$ cat src/rtl/decrement_counter.sv
// decrement_counter: registered step-decrement counter with load, run-time
// saturate/wrap select, zero and underflow flags, and an IDLE/RUN tracker.
// Optional build macro DECREMENT_COUNTER_AUTO_RELOAD_EN: RUN-state terminal
// decrements reload Count from the value captured on the last Load.
module decrement_counter #(
  parameter int WIDTH     = 8,
  parameter int STEP_W    = 4,
  parameter int RESET_VAL = 0
) (
  input  logic              clk,
  input  logic              rst_n,
  input  logic              Load,
  input  logic [WIDTH-1:0]  Load_Value,
  input  logic              Dec_En,
  input  logic [STEP_W-1:0] Step,
  input  logic              Saturate,
  output logic [WIDTH-1:0]  Count,
  output logic              Zero,
  output logic              Underflow,
  output logic              Busy
);

  // Difference width: one extra bit so the MSB is the borrow (Step > Count).
  localparam int DW = ((STEP_W > WIDTH) ? STEP_W : WIDTH) + 1;

  typedef enum logic {IDLE, RUN} state_t;

  state_t          state, state_d;
  logic [WIDTH-1:0] count_d;
  logic             unf_d;
  logic [DW-1:0]    diff;
  logic             borrow;
  logic             step_nz;
  logic             diff_zero;

`ifdef DECREMENT_COUNTER_AUTO_RELOAD_EN
  logic [WIDTH-1:0] reload, reload_d;
`endif

  // Widened subtraction shared by all decrement cases.
  always_comb begin
    diff      = DW'(Count) - DW'(Step);
    borrow    = diff[DW-1];
    step_nz   = (Step != '0);
    diff_zero = (diff == '0);
  end

  // Next-state / next-count: Load wins over Dec_En; Step==0 is a no-op.
  always_comb begin
    state_d  = state;
    count_d  = Count;
    unf_d    = 1'b0;
`ifdef DECREMENT_COUNTER_AUTO_RELOAD_EN
    reload_d = reload;
`endif
    if (Load) begin
      count_d = Load_Value;
      state_d = (Load_Value != '0) ? RUN : IDLE;
`ifdef DECREMENT_COUNTER_AUTO_RELOAD_EN
      reload_d = Load_Value;
`endif
    end else if (Dec_En && step_nz) begin
`ifdef DECREMENT_COUNTER_AUTO_RELOAD_EN
      if (state == RUN && (borrow || diff_zero)) begin
        // Periodic timer: wrap back to the reload value and stay running.
        count_d = reload;
        unf_d   = 1'b1;
      end else
`endif
      if (borrow) begin
        count_d = Saturate ? '0 : diff[WIDTH-1:0];
        unf_d   = 1'b1;
        state_d = IDLE;
      end else begin
        count_d = diff[WIDTH-1:0];
        if (diff_zero) state_d = IDLE;
      end
    end
  end

  // State, count and underflow registers.
  always_ff @(posedge clk or negedge rst_n) begin
    if (!rst_n) begin
      state     <= IDLE;
      Count     <= WIDTH'(RESET_VAL);
      Underflow <= 1'b0;
    end else begin
      state     <= state_d;
      Count     <= count_d;
      Underflow <= unf_d;
    end
  end

`ifdef DECREMENT_COUNTER_AUTO_RELOAD_EN
  // Reload value captured on every Load.
  always_ff @(posedge clk or negedge rst_n) begin
    if (!rst_n) reload <= WIDTH'(RESET_VAL);
    else        reload <= reload_d;
  end
`endif

  assign Busy = (state == RUN);
  assign Zero = (Count == '0);

endmodule
$ cat config.mk
export PLATFORM = sky130hd
export DESIGN_NAME = decrement_counter
export DESIGN_NICKNAME = d
export VERILOG_FILES = /design/src/rtl/decrement_counter.sv
export SDC_FILE = /design/constraint.sdc
export NUM_CORES = 1
export LEC_CHECK = 0
export ABC_CLOCK_PERIOD_IN_PS = 2600
export CORE_MARGIN = 1.5
export CORE_UTILIZATION = 43
export CTS_CLUSTER_DIAMETER = 30
export DETAILED_ROUTE_END_ITERATION = 10
export GPL_TIMING_DRIVEN = 0
export PLACE_DENSITY = 0.78
export SLEW_MARGIN = 15
export SYNTH_ARGS = -nofsm -noshare
export SYNTH_HDL_FRONTEND = slang
export SYNTH_SLANG_ARGS = --single-unit
$ cat constraint.sdc
create_clock -name clk -period 2.6 [get_ports clk]
set_clock_uncertainty 0.15 [all_clocks]
set_input_delay 0.26 -clock clk [delete_from_list [all_inputs] [get_ports clk]]
set_output_delay 0.26 -clock clk [all_outputs]
set_load 0.05 [all_outputs]
# After elaboration in Yosys (flattened, before gate mapping)

Index checks and enable logic that the tools add are counted.

Bits in registers: 10
Bits of input ports: 17
Output and inout port bits: 11
Word-level logic and storage cells: 24

Add/sub/neg operators: 1
Mux-type cells: 12
Reduce and logical (&&, ||, !) cells: 8

Operators by type and width:

| kind                                        | number |
|---|---|
| 8-bit two-way mux                           | 4 |
| 9-bit logical NOT                           | 1 |
| 8-bit by 4-bit subtractor with 9-bit output | 1 |
| 8-bit logical NOT                           | 1 |
| 1-bit two-way mux                           | 8 |
| 8-bit nonzero test                          | 1 |
| 4-bit nonzero test                          | 1 |
| 3-bit nonzero test                          | 1 |
| 2-bit AND reduction                         | 1 |
| 2-bit nonzero test                          | 1 |
| 1-bit logical AND                           | 1 |

# Longest topological paths before layout

Depth in word-level cells: 6
Mapped depth: 9
Depth with buffers taken out: 9

# Worst setup path after synthesis

OpenSTA, ideal clock, no wires.

Path type: register -> register
From: register Count[0]
To: register Count[6]
Setup time: 125 ps
Data arrival time: 2,263 ps
Setup slack: 63 ps
Stages on the path, launching flop included: 10
Period minus slack after synthesis: 2,537 ps
Cell sequence: dfrtp_1 > inv_1 > ha_1 > inv_1 > fa_1 > nand3_1 > nand2_1 > nor4_1 > mux2_2 > mux2_2

Word-level cells in the longest chain between the ends: 5

RTL lines:

| what                                          | RTL line | RTL |
|---|---|---|
| start: declaration                            | 17       | `output logic [WIDTH-1:0] Count,` |
| start signal: assignment                      | 85       | `Count <= WIDTH'(RESET_VAL);` |
| start signal: assignment                      | 89       | `Count <= count_d;` |
| 8-bit by 4-bit subtractor with 9-bit output * | 42       | `diff = DW'(Count) - DW'(Step);` |
| 8-bit two-way mux                             | 71       | `count_d = Saturate ? '0 : diff[WIDTH-1:0];` |
| 8-bit two-way mux *                           | 70       | `if (borrow) begin` |
| 8-bit two-way mux *                           | 62       | `end else if (Dec_En && step_nz) begin` |
| 8-bit two-way mux *                           | 56       | `if (Load) begin` |

Mark *: on every way between the ends. The rest lies on a longest branch, timed or not. The select of a mux whose other input is x is not followed.
A chain may end at the register's enable or synchronous reset.

# Worst setup path in the final report

Same ends and word-level chain as after synthesis.

==> impl.org <==
** Status
- The run finished with clean final reports.

** Place
- Final weighted congestion in routability-driven placement :: 0.834
- After legalization and detailed placement, the total HPWL measured 1490 um.
- Port buffering added 27 buffers.

** Critical path
- The worst setup path is launched from a register.
- The worst setup path is of the register to register kind.
- Kind of end point of the critical path :: register
- Critical-path maximum fanout :: 4
- Data required time of the worst path :: between 2000 and 3000 ps
- Data arrives at the worst endpoint at 2440 ps.

** Yosys
- Count of distinct cell types in the synthesized netlist :: 31
- Counting flops and latches in the post-synthesis netlist gives 10.
- In this run the mean area of a mapped cell was 9.42 sq um.
- Synthesis produced a netlist whose cell count is 81.
- Yosys printed 0 warnings.
- Post-synth net total :: 104
- The synthesized netlist occupies a cell area of 763 sq um.
- Sequential cells were found to cover 32.8% of the synthesized design area.

** Route
- Count of nets left with antenna violations after detail routing :: 0
- Length of the first detailed-routing pass in iterations :: 4
- Total wire length :: 1920 um
- For this block, the initial DRC count from the detailed router was 21.
- Remaining design rule violation count :: 0
- Vias per cell :: around 6
- Vias :: 779
- After detailed routing, the average wire length per cell comes to 14.9 um.

** GRT
- For this run, the total global-route usage over all layers was measured as 21.7%.
- Number of global-route vias before repair :: a little under 800
- Summed over all layers, the global routing overflow is 0.
- First-pass GRT wire length :: 3240 um
- The initial antenna violation count was 0.
- Largest net degree at the start of global routing :: 11

** Power and ir drop
- Static power due to leakage :: 0.460 nW
- Of the total power, combinational logic draws 47.3%.
- Clock network fraction of total power :: 22.3%
- Switching Fraction :: 41.0%
- Portion of total power attributed to sequential cells :: approximately 30%
- Summed over all nets, the switching power comes to 274 uW.
- IR analysis of the VDD net gives a maximum drop of 0.000320 V.
- The internal portion of the total power is 394 uW.
- Power per cell area :: 612 nW/um^2

** Timing
- Setup repair after global routing left no endpoint under its margin.
- Max-slew headroom :: between 60% and 70%
- Actual transition at the worst max-transition pin :: 524 ps
- Worst hold margin :: 156 ps
- Period utilisation layout :: 93.6%
- Setup violations remaining at the end of the flow were counted as 0.
- FMAX :: between 400 and 500 MHz
- Number of endpoints with negative hold slack in the final report :: 0
- After routing, the total negative slack on setup checks comes to 0 ps.
- The worst path in the final design needs a cycle of 2430 ps, including I/O delays and setup.
- Final count of pins violating max slew :: 0

** Floorplan
- From left edge to right edge, the die measures ~45 um.
- Standard-cell row count :: 15
- Number of top-level pins :: 28
- The region available for standard cell placement spans 1690 sq um.
- Die height :: 45.1 um
- Die Footprint :: between 2000 and 2500 sq um
- Starting Density :: 45.2%

** Layout
- Commonest non-fill, non-tap cells in the layout :: 25 x clkdlybuf4s50_1, 10 x dfrtp_1, 7 x inv_1, 7 x a21oi_1, 7 x o21ai_0
- The library cell used most frequently in the layout, excluding fill and tap cells, is clkdlybuf4s50_1.
- The number of antenna diodes in the final layout is 0.
- The area growth from synthesis to layout is 43.1%.
- Storage element area :: 250 sq um
- The net count of the finished layout is 136.
- The post-route netlist has 8.93% of its cells at a drive strength greater than 1.
- Summing all multi-input logic gate instances after layout gives around 470 sq um.
- Fill cells in the final layout number 145.

** Clock tree
- Buffer type at the clock tree root :: clkbuf_4
- After clock tree synthesis, the setup repair step added 0 buffers.
- Clock network latency to the later pin of the worst-skew pair :: 270 ps
- The clock drives 10 sinks.
- Number of buffers inserted during clock tree synthesis :: 3
- H-tree lvl count :: 1
- Number of buffers on the longest clock path :: 2
- Clk pin slew, worst setup/hold paths :: around 80 ps
- Number of hold buffers added after cts :: 0
- TritonCTS clock tree :: built

** Hold path
- The path class of the tightest hold or removal check is input port to async pin.

** Run
- The tool flagged a number of max-cap violations equal to 0.
## metal layers
metal	vias to the layer above	GRT usage (%)	part of all wire, %
li1	371	-	-
met1	362	26.8	42
met2	41	38.3	49
met3	5	4.40	8.3
met4	0	5.29	1.4
met5	-	0	0
## critical path: stages, from the launching register on
cell and delay [ps]:
dfrtp_1 420, inv_1 90, ha_1 140, inv_1 40, fa_1 390, nand3_1 100, nand2_1 100, nor4_1 270
mux2_2 360, mux2_2 250
## synthesized netlist by cell type
cell,n,area (sq um)
a22oi_1,5,37.5
o31ai_1,1,7.51
nor4_1,5,31.3
inv_1,7,26.3
o41ai_4,1,27.5
buf_6,1,11.3
a311o_2,1,11.3
or4_4,1,11.3
and3_1,1,6.26
mux2_2,2,22.5
or3_1,1,6.26
nand3_1,1,5.00
ha_1,5,62.6
nor2b_1,3,18.8
nor2_1,2,7.51
fa_1,1,20.0
xnor2_1,3,26.3
a221o_1,2,20.0
a21boi_0,1,7.51
nand2_1,4,15.0
dfrtp_1,10,250
nor3_1,1,5.00
or4_1,1,7.51
nand2b_1,1,6.26
nor4b_1,1,8.76
o21ai_0,7,35.0
a21oi_1,7,35.0
clkbuf_1,1,3.75
and4_1,1,8.76
and2_1,2,12.5
o311ai_1,1,8.76
## cell type report
class	count	share of cell area, %
Multi-Input combinational cell	62	43.2
Tap cell	17	1.95
Timing Repair Buffer	27	24.9
Sequential cell	10	22.9
Buffer	2	1.37
Clock buffer	4	3.32
Inverter	7	2.41
## cell families after synthesis
| logic type | synth area share, % |
|---|---|
| AO/OA/AOI/OAI | 24.9 |
| buffers and inverters | 5.41 |
| XOR/XNOR | 3.44 |
| flip-flops | 32.8 |
| adder cells (fa/ha/maj) | 10.8 |
| multiplexers | 2.95 |
| AND/OR/NAND/NOR | 19.7 |
## metrics by stage
step	power [mW]	cells	utilization, %	setup slack (ps)	cell area [sq um]
finish	0.668	129	64.7	166	1090
global route	0.706	129	64.7	30.4	1090
CTS	0.668	129	64.5	94.3	1090
detailed placement	0.520	125	62.4	-191	1050
global placement	0.515	125	62.4	-160	1050
floorplan	0.411	81	-	62.6	763
## power groups by stage
| stage | sequential [mW] | combinational [mW] | clock, mW |
|---|---|---|---|
| CTS | 0.204 | 0.315 | 0.149 |
| detailed placement | 0.206 | 0.314 | 0 |
| global placement | 0.205 | 0.310 | 0 |
| finish | 0.203 | 0.316 | 0.149 |
| global route | 0.208 | 0.341 | 0.157 |
| floorplan | 0.276 | 0.135 | 0 |
## repair_timing
item / CTS / global route
cloned: 0 / 0
pin swaps: 0 / 0
setup endpoints to repair: 1 / 1
gates resized for setup: 1 / 1
## worst paths after layout
| kind | from | to | slack [ps] | cells after the start |
|---|---|---|---|---|
| min | rst_n | Count[0]$_DFFE_PN0P_ | 160 | 1 |
| min in group clk | Step[0] | Underflow$_DFF_PN0_ | 350 | 3 |
| max | Count[0]$_DFFE_PN0P_ | Count[6]$_DFFE_PN0P_ | 170 | 9 |
| max reg2reg | Count[0]$_DFFE_PN0P_ | Count[6]$_DFFE_PN0P_ | 170 | 9 |
| min reg2reg | Count[3]$_DFFE_PN0P_ | Count[3]$_DFFE_PN0P_ | 450 | 2 |
| max in group asynchronous | rst_n | Count[6]$_DFFE_PN0P_ | 1820 | 1 |
## state kept, by name, summed over array words and instances (netlist names)
| signal | cells |
|---|---|
| Busy | 1 |
| Count | 8 |
| Underflow | 1 |
Power figures use the tool's default switching activity.
==> edit 1: new RTL, same settings <==
Set the parameter `WIDTH` to 7 (it was 8).
--- a/src/rtl/decrement_counter.sv
+++ b/src/rtl/decrement_counter.sv
@@ -4,5 +4,5 @@
 // decrements reload Count from the value captured on the last Load.
 module decrement_counter #(
-  parameter int WIDTH     = 8,
+  parameter int WIDTH     = 7,
   parameter int STEP_W    = 4,
   parameter int RESET_VAL = 0
Ports: changed (resized Count and Load_Value); port bits go from 28 to 26. No check against the original RTL was run, so the function may have changed too.
==> edit 1 against the unedited design <==
  * Sequential share of layout area fell by 1.5 points
  * Power is 11% lower
  * Design area is 3.7% lower
  * Non-clock buffer count down 1
  * Register-to-register slack better by 0.03 ns
  * Critical path type is now input pin to flop
  * Area after synthesis shrank 1.3%
  * Sequential cell count is 1 lower
  * Count of clock-buffer cells in the layout is the same
  * Synthesized cell count rose by 6.2%
  * Setup slack lost 0.011 ns
  * Wire length up 2.0%
  * Largest cell class unchanged
  * Fmax shrank 0.45%
==> edit 1: results (changes against the unedited design) <==
stage,metric,value,unit,change
synth,Synth Area in Compound Gates,0.264,,+0.0149
synth,register area share after synthesis,0.299,,-0.0289
placed_design,cell count after placement,127,,+1.6%
drt,routed len/inst,15.0,µm,+0.47%
cts,clk slew on worst S/H paths,0.06,ns,-0.02 ns
placed_design,DP Wirelength,1630,µm,+9.8%
synth,post-synthesis mux area share,0,,-0.0295
placed_design,port bufs,25,,-7.4%
synth,Area contributors post-synth,"dfrtp_1, a21oi_1, ha_1",,
drt,drt pass-1 iters,4,,unchanged
cts,Setup Buffers After CTS,0,,unchanged
global_route,total track usage,0.223,,+0.00615
finish,Layout Nets,137,,+0.74%
global_route,initial antenna violation count,0,,unchanged
synth,Post-Synth XOR/XNOR Area,0.0465,,+0.0121
cts,Clock Tree Root,clkbuf_4,,
global_route,first-pass GRT wire length,3260,µm,+0.62%
power,Pleak,0.462,nW,+0.39%
cts,CTS Buf Count,3,,unchanged
synth,yosys warns,0,,unchanged
placed_design,RD Place Congestion,0.887,,+6.3%
synth,syn nets,107,,+2.9%
sta,Max-slew headroom,0.660,,+0.0102
finish,# diodes,0,,unchanged
synth,Post-synth top cells,"a21oi_1, dfrtp_1, nor2_1",,
cts,number of H-tree levels,1,,unchanged
drt,total wire length,1960,µm,+2.0%
finish,Largest register FFs,7,,-1
sta,fmax,0.409,GHz,-0.45%
power,Peak VDD IR,329,µV,+2.9%
synth,async set or reset register ratio after synthesis,1.00,,unchanged
critical_path,flop-to-flop setup slack,0.20,ns,+0.03 ns
critical_path,critical path data arrival time,2.42,ns,-0.02 ns
finish,filler cell count,151,,+4.1%
synth,adder-cell share of the synthesized area,0.0930,,-0.0152
drt,routed vias/inst,5.87,,-2.8%
placed_design,placed inst area,1020,µm²,-3.0%
drt,drt first-iter violations,27,,+29%
finish,layout cell share with drive strength beyond 1,0.104,,+0.0151
global_route,number of global-route vias before repair,746,,-6.2%
synth,ys flop type,dfrtp_1,,
finish,most flop-heavy register,Count,,
cts,worst skew pair latency,0.26,ns,
synth,Syn Area/Cell,8.76,µm²,-7.0%
worst_hold_path,Hold Path Class,input pin to async pin,,
cts,post-CTS sizing,0,,-1
global_route,largest net degree at the start of global routing,11,,unchanged
cts,clock buffer depth,2,,unchanged
critical_path,crit-path max FO,4,,unchanged
sta,Fin Setup TNS,0,ns,unchanged
outcome,status,"complete, no violations",,
sta,final hold slack,0.140,ns,-0.0153 ns
placed_design,Setup WS pre-CTS,-0.117,ns,+0.0746 ns
synth,Synth cell types,33,,+6.5%
-- edit 1: cell count changes in the layout (fill, tap and decap cells not counted), sizes merged, moves of 4 or more --
cell    before  now
a21oi        7   12
a22oi        5    1
nand2b       1    5
nor2         2   10
o21ai        7    1
-- edit 1: cell families after synthesis --
group | after synthesis
fa+ha+maj | 5
xor+xnor | 4
simple gates | 31
flops | 9
buf+inv | 11
compound gates | 26
-- edit 1: critical path, cell delays in order --
cell and delay, ns:
clkdlybuf4s50_1 0.50, ha_1 0.18, inv_1 0.05, fa_1 0.40, a21o_1 0.22, a21oi_1 0.32
xor2_1 0.12, nor4_1 0.26, a22oi_1 0.10
-- edit 1: final timing paths --
path / cells after the start / start / end
setup / recovery: 9 / Step[0] / Busy$_DFFE_PN0P_
hold / removal: 1 / rst_n / Busy$_DFFE_PN0P_
setup reg to reg: 9 / Count[0]$_DFFE_PN0P_ / Busy$_DFFE_PN0P_
hold reg to reg: 2 / Busy$_DFFE_PN0P_ / Busy$_DFFE_PN0P_
max in group asynchronous: 1 / rst_n / Count[2]$_DFFE_PN0P_
min in group clk: 3 / Load_Value[3] / Count[3]$_DFFE_PN0P_
-- edit 1: where the power goes --
group	total [mW]	switching [mW]	internal, mW
registers	0.179	0.0217	0.157
logic	0.304	0.178	0.126
clock network	0.109	0.0498	0.0592
total	0.592	0.250	0.342
-- edit 1: area by class of cell --
class / instances / area [µm²] / area share
tap: 16 / 20.0 / 0.0190
sequential: 9 / 225 / 0.214
clock buffer: 4 / 26.3 / 0.0250
inverter: 8 / 30.0 / 0.0285
multi-input combinational: 66 / 478 / 0.454
timing repair buffer: 25 / 253 / 0.240
buffer: 3 / 20.0 / 0.0190
-- edit 1: layer usage --
| layer | vias to the layer above | track usage | wire length, µm |
|---|---|---|---|
| met5 | - | 0 | 0 |
| met4 | 0 | 0.0765 | 8 |
| met3 | 2 | 0.0640 | 150 |
| met2 | 32 | 0.354 | 946 |
| met1 | 359 | 0.292 | 853 |
| li1 | 376 | - | - |
==> edit 2: new RTL, same settings <==
Made on the original files. Put a register stage on the outputs `Zero` and `Busy`, without a reset. The values now appear one clock later. The other outputs are not delayed to match.
--- a/src/rtl/decrement_counter.sv
+++ b/src/rtl/decrement_counter.sv
@@ -100,6 +100,8 @@
 `endif
 
-  assign Busy = (state == RUN);
-  assign Zero = (Count == '0);
+  always_ff @(posedge clk) begin
+    Zero <= (Count == '0);
+    Busy <= (state == RUN);
+  end
 
 endmodule
Behaviour: not the same (Yosys sat finds a counterexample within 4 cycles, from zero or initial values and one cycle with rst_n low).
==> edit 2 against the unedited design <==
  * Area after synthesis rose by 5.2%
  * Count of clock-buffer cells in the layout did not move
  * Setup slack got worse by 0.072 ns
  * Sequential share of layout area rose by 1.8 points
  * Power increased by 9.9%
  * Final cell count rose by 8.5%
  * Combinational power is 6.3% higher
  * Global-route usage rose by 0.79 points
  * Critical path depth decreased by 1
  * Wire length grew 15%
  * Sequential cell count rose by 2
  * Design area is 7.4% higher
  * Critical path type is now input pin to flop
==> edit 2: results (changes against the unedited design) <==
stage,metric,value,unit,change
drt,met2 wire len,1140,µm,+22%
critical_path,worst setup path start,Step[3],,
sta,Tcrit/Tclk final,0.964,,+0.0277
power,Pleak,0.479,nW,+4.2%
critical_path,flop-to-flop setup slack,0.12,ns,-0.05 ns
synth,Synth cell types,32,,+3.2%
drt,met3 wire length,107,µm,-33%
finish,layout cell share with drive strength beyond 1,0.122,,+0.0325
critical_path,R2R Path End,Count[6]$_DFFE_PN0P_,,
global_route,largest net degree at the start of global routing,11,,unchanged
global_route,total track usage,0.225,,+0.00790
synth,register area share after synthesis,0.361,,+0.0335
synth,Synth Area in Compound Gates,0.237,,-0.0124
placed_design,RD Place Congestion,0.825,,-1.1%
drt,drt first-iter violations,22,,+4.8%
power,Internal,0.434,mW,+10%
global_route,met2 global-route usage,0.375,,-0.00786
placed_design,DP Wirelength,1640,µm,+10%
synth,Syn Area/Cell,9.68,µm²,+2.7%
finish,filler cell count,153,,+5.5%
finish,storage element area,290,µm²,+16%
critical_path,critical path data arrival time,2.53,ns,+0.09 ns
synth,syn nets,106,,+1.9%
drt,DR top layer,met4,,
cts,worst skew pair latency,0.28,ns,
synth,Area contributors post-synth,"dfrtp_1, ha_1, dfxtp_1",,
global_route,M3 GR Usage,0.0196,,-0.0244
drt,routed len/inst,15.7,µm,+5.8%
placed_design,Setup WS pre-CTS,-0.235,ns,-0.0435 ns
drt,total wire length,2200,µm,+15%
placed_design,port bufs,27,,unchanged
synth,Post-synth top cells,"dfrtp_1, a21oi_1, inv_1, o21ai_0",,
power,Peak VDD IR,329,µV,+2.7%
global_route,initial antenna violation count,0,,unchanged
sta,final hold slack,0.149,ns,-0.00698 ns
global_route,M1 GR Usage,0.276,,+0.00838
synth,Post-Synth XOR/XNOR Area,0.0327,,-0.00172
drt,routed vias/inst,5.86,,-2.9%
placed_design,placed inst area,1100,µm²,+4.7%
sta,fin. max-slew vios,0,,unchanged
synth,async set or reset register ratio after synthesis,0.833,,-0.167
synth,adder-cell share of the synthesized area,0.103,,-0.00539
finish,Layout Nets,139,,+2.2%
sta,Max-slew headroom,0.638,,-0.0119
drt,met1 wire length,920,µm,+15%
finish,# diodes,0,,unchanged
outcome,status,"complete, no violations",,
synth,post-synthesis mux area share,0.0280,,-0.00147
global_route,first-pass GRT wire length,3390,µm,+4.4%
global_route,number of global-route vias before repair,794,,-0.13%
-- edit 2: changes by cell type after synthesis --
cell     change
dfxtp_1      +2
-- edit 2: power by group through the flow --
stage / clock network (mW) / registers (mW) / logic, mW
2_1_floorplan: 0 / 0.311 / 0.133
3_3_place_gp: 0 / 0.242 / 0.310
3_5_place_dp: 0 / 0.243 / 0.316
4_1_cts: 0.157 / 0.240 / 0.321
5_1_grt: 0.167 / 0.244 / 0.359
6_report: 0.158 / 0.240 / 0.336
-- edit 2: worst max-delay path: stages --
cell             delay, ns
clkdlybuf4s50_1       0.52
inv_1                 0.06
ha_1                  0.36
a21oi_1               0.27
nand2_2               0.14
nor4_4                0.31
mux2_2                0.36
mux2_2                0.25
-- edit 2: cell type report --
cell class              count  area share
inverters                   7      0.0224
well taps                  25      0.0267
plain buffers               2      0.0128
clock buffers               4      0.0309
flip-flops and latches     12       0.247
multi-input cells          62       0.421
repair buffers             28       0.239
